<file path="src/rtl/arcade_rom_loader_pkg.sv">
// rtl/arcade_rom_loader_pkg.sv - shared types, widths and field helper for the ROM loader
//
// Holds the loader FSM state type, the absolute address and checksum widths, and
// region_field(), which pulls one 25-bit entry out of a packed per-region table.
// Tables narrower than MAX_REGIONS entries are zero-extended by the caller.
package arcade_rom_loader_pkg;

    typedef enum logic [1:0] {
        IDLE,
        LOAD,
        HOLD
    } ldr_state_t;

    localparam int ADDR_W      = 25;
    localparam int CKSUM_W     = 16;
    localparam int MAX_REGIONS = 8;

    function automatic logic [ADDR_W-1:0] region_field(
        input logic [MAX_REGIONS*ADDR_W-1:0] fields,
        input int                            idx
    );
        return fields[idx*ADDR_W +: ADDR_W];
    endfunction

endpackage

</file>
<file path="src/rtl/arcade_rom_region_track.sv">
// rtl/arcade_rom_region_track.sv - per-region write counter, loaded flag and optional checksum
//
// Optional feature: ARCADE_ROM_LOADER_CKSUM_EN adds the data input and checksum output.
// Ports:
//   clk_sys, reset  system clock, asynchronous active-high reset
//   clr             start of a new ROM download; counter and checksum restart
//   hit_wr          a write landed in this region this cycle
//   data            written byte (checksum build only)
//   checksum        16b wrapping sum of counted bytes (checksum build only)
//   loaded          region has received SIZE writes
module arcade_rom_region_track
    import arcade_rom_loader_pkg::*;
#(
    parameter logic [ADDR_W-1:0] SIZE = 25'd1
) (
    input  logic               clk_sys,
    input  logic               reset,
    input  logic               clr,
    input  logic               hit_wr,
`ifdef ARCADE_ROM_LOADER_CKSUM_EN
    input  logic [7:0]         data,
    output logic [CKSUM_W-1:0] checksum,
`endif
    output logic               loaded
);

    logic [ADDR_W-1:0] cnt_q, cnt_d, cnt_base;
    logic              bump;

    // A clear and a write in the same cycle: the write counts against the
    // freshly cleared value, so the first byte of a download is never lost.
    always_comb begin
        cnt_base = clr ? '0 : cnt_q;
        bump     = hit_wr && (cnt_base != SIZE);
        cnt_d    = bump ? cnt_base + 1'b1 : cnt_base;
    end

    always_ff @(posedge clk_sys or posedge reset) begin
        if (reset) begin
            cnt_q <= '0;
        end else begin
            cnt_q <= cnt_d;
        end
    end

    assign loaded = (cnt_q == SIZE);

`ifdef ARCADE_ROM_LOADER_CKSUM_EN
    logic [CKSUM_W-1:0] sum_q, sum_d;

    // Only bytes that advance the counter are summed, so a region that is
    // over-written after saturation keeps the checksum of its first SIZE bytes.
    always_comb begin
        sum_d = clr ? '0 : sum_q;
        if (bump) begin
            sum_d = sum_d + {{(CKSUM_W-8){1'b0}}, data};
        end
    end

    always_ff @(posedge clk_sys or posedge reset) begin
        if (reset) begin
            sum_q <= '0;
        end else begin
            sum_q <= sum_d;
        end
    end

    assign checksum = sum_q;
`endif

endmodule

</file>
<file path="src/rtl/arcade_rom_loader.sv">
// rtl/arcade_rom_loader.sv - routes the ioctl ROM download into per-region ROM write ports
//
// Optional feature: define ARCADE_ROM_LOADER_CKSUM_EN for per-region byte checksums.
// Ports:
//   clk_sys, reset             system clock, asynchronous active-high reset
//   ioctl_download/index/wr/addr/dout   download stream from hps_io
//   rom_we, rom_addr, rom_data registered one-hot region write port, latency 1
//   loaded                     per-region completion flags
//   dl_done                    one-cycle pulse when a ROM download ends
//   stray_err                  sticky: a ROM write hit no region
//   core_reset                 holds the game core in reset around downloads
//   checksum                   per-region 16b byte sums (checksum build only)
module arcade_rom_loader
    import arcade_rom_loader_pkg::*;
#(
    parameter int                            NUM_REGIONS = 4,
    parameter int                            REGION_AW   = 16,
    parameter logic [NUM_REGIONS*ADDR_W-1:0] REGION_BASE = {4{25'h0}},
    parameter logic [NUM_REGIONS*ADDR_W-1:0] REGION_SIZE = {4{25'h0}},
    parameter logic [7:0]                    ROM_INDEX   = 8'd0,
    parameter int                            HOLD_CYCLES = 16
) (
    input  logic                           clk_sys,
    input  logic                           reset,
    input  logic                           ioctl_download,
    input  logic [7:0]                     ioctl_index,
    input  logic                           ioctl_wr,
    input  logic [ADDR_W-1:0]              ioctl_addr,
    input  logic [7:0]                     ioctl_dout,
    output logic [NUM_REGIONS-1:0]         rom_we,
    output logic [REGION_AW-1:0]           rom_addr,
    output logic [7:0]                     rom_data,
    output logic [NUM_REGIONS-1:0]         loaded,
    output logic                           dl_done,
    output logic                           stray_err,
`ifdef ARCADE_ROM_LOADER_CKSUM_EN
    output logic [CKSUM_W*NUM_REGIONS-1:0] checksum,
`endif
    output logic                           core_reset
);

    localparam logic [MAX_REGIONS*ADDR_W-1:0] BASE_X    = (MAX_REGIONS*ADDR_W)'(REGION_BASE);
    localparam logic [MAX_REGIONS*ADDR_W-1:0] SIZE_X    = (MAX_REGIONS*ADDR_W)'(REGION_SIZE);
    localparam logic [15:0]                   HOLD_INIT = 16'(HOLD_CYCLES);

    // ---------------- download edges ----------------
    logic active, active_q, rise, fall, wr_en;

    assign active = ioctl_download && (ioctl_index == ROM_INDEX);
    assign rise   = active && !active_q;
    assign fall   = !active && active_q;
    assign wr_en  = ioctl_wr && active;

    // ---------------- region decode ----------------
    logic [ADDR_W:0]       diff   [NUM_REGIONS];
    logic [ADDR_W-1:0]     size_a [NUM_REGIONS];
    logic [NUM_REGIONS-1:0] hit, sel_onehot;
    logic [REGION_AW-1:0]  sel_off;
    logic                  any_hit;

    for (genvar g = 0; g < NUM_REGIONS; g++) begin : g_region
        localparam logic [ADDR_W-1:0] BASE_G = region_field(BASE_X, g);
        localparam logic [ADDR_W-1:0] SIZE_G = region_field(SIZE_X, g);

        // One extra bit catches addresses below the base (borrow out),
        // the low bits double as the region-relative offset.
        assign size_a[g] = SIZE_G;
        assign diff[g]   = {1'b0, ioctl_addr} - {1'b0, BASE_G};
        assign hit[g]    = !diff[g][ADDR_W] && (diff[g][ADDR_W-1:0] < size_a[g]);

        arcade_rom_region_track #(
            .SIZE     (SIZE_G)
        ) u_track (
            .clk_sys  (clk_sys),
            .reset    (reset),
            .clr      (rise),
            .hit_wr   (wr_en && sel_onehot[g]),
`ifdef ARCADE_ROM_LOADER_CKSUM_EN
            .data     (ioctl_dout),
            .checksum (checksum[g*CKSUM_W +: CKSUM_W]),
`endif
            .loaded   (loaded[g])
        );
    end

    // Scan from the top down so the lowest-index overlapping region wins.
    always_comb begin
        sel_onehot = '0;
        sel_off    = '0;
        for (int i = NUM_REGIONS - 1; i >= 0; i--) begin
            if (hit[i]) begin
                sel_onehot    = '0;
                sel_onehot[i] = 1'b1;
                sel_off       = diff[i][REGION_AW-1:0];
            end
        end
    end

    assign any_hit = |hit;

    // ---------------- write register and stray flag ----------------
    logic [NUM_REGIONS-1:0] rom_we_q, rom_we_d;
    logic [REGION_AW-1:0]   rom_addr_q, rom_addr_d;
    logic [7:0]             rom_data_q, rom_data_d;
    logic                   stray_q, stray_d;

    always_comb begin
        rom_we_d   = '0;
        rom_addr_d = rom_addr_q;
        rom_data_d = rom_data_q;
        stray_d    = rise ? 1'b0 : stray_q;
        if (wr_en) begin
            rom_data_d = ioctl_dout;
            if (any_hit) begin
                rom_we_d   = sel_onehot;
                rom_addr_d = sel_off;
            end else begin
                stray_d = 1'b1;
            end
        end
    end

    always_ff @(posedge clk_sys or posedge reset) begin
        if (reset) begin
            active_q   <= 1'b0;
            rom_we_q   <= '0;
            rom_addr_q <= '0;
            rom_data_q <= '0;
            stray_q    <= 1'b0;
        end else begin
            active_q   <= active;
            rom_we_q   <= rom_we_d;
            rom_addr_q <= rom_addr_d;
            rom_data_q <= rom_data_d;
            stray_q    <= stray_d;
        end
    end

    assign rom_we    = rom_we_q;
    assign rom_addr  = rom_addr_q;
    assign rom_data  = rom_data_q;
    assign stray_err = stray_q;

    // ---------------- core reset FSM ----------------
    ldr_state_t  state_q, state_d;
    logic [15:0] hold_q, hold_d;
    logic        dl_done_q, dl_done_d;

    always_ff @(posedge clk_sys or posedge reset) begin
        if (reset) begin
            state_q   <= HOLD;
            hold_q    <= HOLD_INIT;
            dl_done_q <= 1'b0;
        end else begin
            state_q   <= state_d;
            hold_q    <= hold_d;
            dl_done_q <= dl_done_d;
        end
    end

    always_comb begin
        state_d   = state_q;
        hold_d    = hold_q;
        dl_done_d = 1'b0;
        case (state_q)
            IDLE: begin
                if (rise) begin
                    state_d = LOAD;
                end
            end
            LOAD: begin
                if (fall) begin
                    state_d   = HOLD;
                    hold_d    = HOLD_INIT;
                    dl_done_d = 1'b1;
                end
            end
            HOLD: begin
                hold_d = hold_q - 16'd1;
                if (rise) begin
                    state_d = LOAD;
                end else if (hold_q == 16'd1) begin
                    state_d = IDLE;
                end
            end
            default: begin
                state_d = HOLD;
                hold_d  = HOLD_INIT;
            end
        endcase
    end

    assign dl_done    = dl_done_q;
    assign core_reset = (state_q != IDLE);

endmodule
</file>
<file path="config.mk">
export PLATFORM = sky130hd
export DESIGN_NAME = arcade_rom_loader
export DESIGN_NICKNAME = d
export VERILOG_FILES = /design/src/rtl/arcade_rom_loader_pkg.sv /design/src/rtl/arcade_rom_region_track.sv /design/src/rtl/arcade_rom_loader.sv
export SDC_FILE = /design/constraint.sdc
export NUM_CORES = 1
export LEC_CHECK = 0
export ABC_AREA = 1
export CAP_MARGIN = 20
export CORE_MARGIN = 2
export CORE_UTILIZATION = 44
export CTS_BUF_LIST = sky130_fd_sc_hd__clkbuf_8
export DETAILED_ROUTE_END_ITERATION = 6
export GPL_TIMING_DRIVEN = 1
export HOLD_SLACK_MARGIN = 0.12
export PLACE_DENSITY = 0.85
export SYNTH_ARGS = -nofsm -noshare
export SYNTH_HDL_FRONTEND = slang
export SYNTH_SLANG_ARGS = --single-unit
</file>
<file path="constraint.sdc">
create_clock -name clk_sys -period 3.1 [get_ports clk_sys]
set_input_delay 0.62 -clock clk_sys [delete_from_list [all_inputs] [get_ports clk_sys]]
set_output_delay 0.62 -clock clk_sys [all_outputs]
set_load 0.1 [all_outputs]
</file>
==> impl_metrics.py <==
metrics = {
    "outcome": {
        "outcome": "finished, final reports clean",
    },
    "place": {
        "placed_cell_area_sq_um": 1980,
        "dp_cells": 311,
        "port_buffers": 30,
        "dp_hpwl_um": 2520,
        "place_congestion": 0.896,
    },
    "timing": {
        "setup_viol": 0,
        "final_max_slew_viol_count": 0,
        "rsz0062_at_grt": "false",
        "holdWs_ns": 0.485,
        "period_needed_ns": 1.98,
        "fin_setup_tns_ns": 0,
        "hold_viol_final": 0,
        "finalCritPeriodShare": 0.638,
        "max_clock_freq_mhz": 506,
        "fin_worst_skew_ns": 0.00829,
    },
    "die": {
        "ios": 80,
        "start_util": 0.468,
        "rows": 22,
        "die_h_um": 67.1,
        "die_x_um": 67.1,
        "die_area_sq_um": 4500,
        "core_area_sq_um": 3740,
    },
    "routing": {
        "drc_errors": 0,
        "drt_iter0_drc": 55,
        "wl_um": 3400,
        "drt_first_pass_iters": 4,
        "final_antenna_net_count": 0,
        "drt-vias-per-instance": 4.60,
        "num_vias": 1468,
        "post_drt_wl_per_cell_um": 10.7,
    },
    "finish": {
        "final_cells": 319,
        "area_growth_pct": 19.3,
        "insertedDiodeCount": 0,
        "final_common_cell": "nand2_1",
        "final.fill_count": 371,
        "layout-drive-gt1-share": 0.137,
        "nets": 317,
        "mostFrequentLayoutCells": "nand2_1 (85), dfrtp_1 (27), nor2_1 (25)",
        "final_area_sq_um": 2090,
    },
    "pwr": {
        "power_density_nw_per_um2": 782,
        "peakVddDrop_mv": 0.342,
        "power.leakage_nw": 1.13,
    },
    "clock_tree": {
        "root_buffer": "clkbuf_8",
        "cts_setup_buffers": 0,
        "cts_tree": "yes",
        "clkTransAtPathRegs_ns": 0.07,
        "clock_latency_ns": 0.28,
        "clock-sinks": 29,
        "cts_made_buffers": 5,
        "post_cts_resize_count": 0,
        "clockBufferDepth": 2,
        "cts_max_level": 2,
        "ctsHoldBuffers": 0,
    },
    "setup_path": {
        "cpLargestDelayFamily": "flip-flops",
        "path_cells": "inv_1, nand2_1, buf_4",
        "cpMaxStageDelayCell": "dfstp_2",
        "cp-end-kind": "output pin",
        "cp_max_fo": 3,
        "critPathBufInv": 2,
        "startpoint_type": "flip-flop",
        "crit_type": "flip-flop to output pin",
        "critical_path_required_ns": 2.48,
        "slowest_delay_ns": 0.54,
        "arrival_ns": 1.36,
    },
    "synth": {
        "ys_ff_latch": 29,
        "ys_seq_area_frac": 0.416,
        "syn_area_per_cell_sq_um": 7.45,
        "yosys.cell_types.count": 28,
        "synthCells": 235,
        "syn-cell-area_sq_um": 1750,
        "ys_warn_count": 0,
    },
    "grt": {
        "antenna_found_initial": 0,
        "grt_pass1_vias": 1383,
        "grt_pass1_wl_um": 5880,
        "grt_max_degree": 30,
        "overflow": 0,
        "grt_usage": 0.172,
    },
    "flow_run": {
        "maxCapViolCount": 0,
    },
    "worst_hold_path": {
        "hp-class": "flip-flop to flip-flop",
    },
}
[path summary, 6_finish.rpt]
kind                       cells past startpoint         from  slack [ns]          end
setup reg to reg                               8    hold_q[0]        1.67   hold_q[10]
setup / recovery                               3   state_q[1]        1.12   core_reset
max in group asynchronous                      3        reset        2.09    hold_q[4]
min in group asynchronous                      3        reset        0.70      dl_done
hold reg to reg                                2  rom_data[3]        0.48  rom_data[3]
hold / removal                                 2  rom_data[3]        0.48  rom_data[3]
[cell usage after synthesis]
cell type,n,area share
nand2_1,85,0.18
dfrtp_1,27,0.39
nor2_1,25,0.054
buf_4,24,0.10
nand3_1,21,0.060
inv_1,14,0.030
a21o_1,3,0.013
a21oi_1,3,0.0086
nor2_2,3,0.011
o21ai_0,3,0.0086
conb_1,2,0.0043
dfstp_2,2,0.030
ha_1,2,0.014
inv_2,2,0.0043
nand2_2,2,0.0071
nand2_4,2,0.013
nand4_1,2,0.0071
o21bai_1,2,0.0086
or2_2,2,0.0071
buf_2,1,0.0029
buf_8,1,0.0086
clkinv_2,1,0.0029
mux2i_1,1,0.0057
nand3_2,1,0.0057
nor2_4,1,0.0064
nor3_1,1,0.0029
o21bai_4,1,0.011
or2_1,1,0.0036
[state kept, by name, indices dropped and copies added (netlist names)]
signal,cells
state_q,2
active_q,1
dl_done,1
rom_data,8
stray_err,1
hold_q,16
[worst min-delay path: stages (launching register included)]
cell	delay, ns
dfrtp_1	0.34
nand2_1	0.05
nand2_1	0.06
[layer usage]
metal,global-route usage,vias to the layer above,routed length (um)
li1,-,754,-
met1,0.211,679,1480
met2,0.300,29,1760
met3,0.0304,6,133
met4,0.0612,0,34
met5,0,-,0
[through the flow]
| step | total power [mW] | util | setup slack (ns) |
|---|---|---|---|
| floorplan | 1.14 | - | 1.19 |
| global placement | 1.23 | 0.529 | 1.18 |
| detailed placement | 1.26 | 0.529 | 1.13 |
| CTS | 1.64 | 0.558 | 1.12 |
| global route | 1.76 | 0.558 | 1.09 |
| finish | 1.63 | 0.558 | 1.12 |
[report_power, final]
part | switching, mW | total, mW | leakage, nW | internal (mW)
Combinational | 0.445 | 0.630 | 0.694 | 0.185
Sequential | 0.133 | 0.625 | 0.374 | 0.492
Clock | 0.144 | 0.379 | 0.0593 | 0.235
Total | 0.722 | 1.63 | 1.13 | 0.912
[layout make-up]
type	count	area, sq um	area share
clock buffer	5	68.8	0.0329
inverter	17	65.1	0.0311
multi-input combinational	185	841	0.402
timing repair buffer	32	288	0.138
clock inverter	3	38.8	0.0186
sequential	29	728	0.349
tap	48	60.1	0.0287
[cells by family (layout without fill, tap and decap cells)]
group           Yosys count  in the layout  synth area share
fa+ha+maj                 2              2            0.0143
other cells               2             24           0.00429
flops                    29             29             0.416
compound gates           12             12            0.0493
buf+inv                  43             57             0.151
mux                       1              1           0.00571
simple gates            146            146             0.359
No activity file was read; power rests on OpenSTA's default activity.
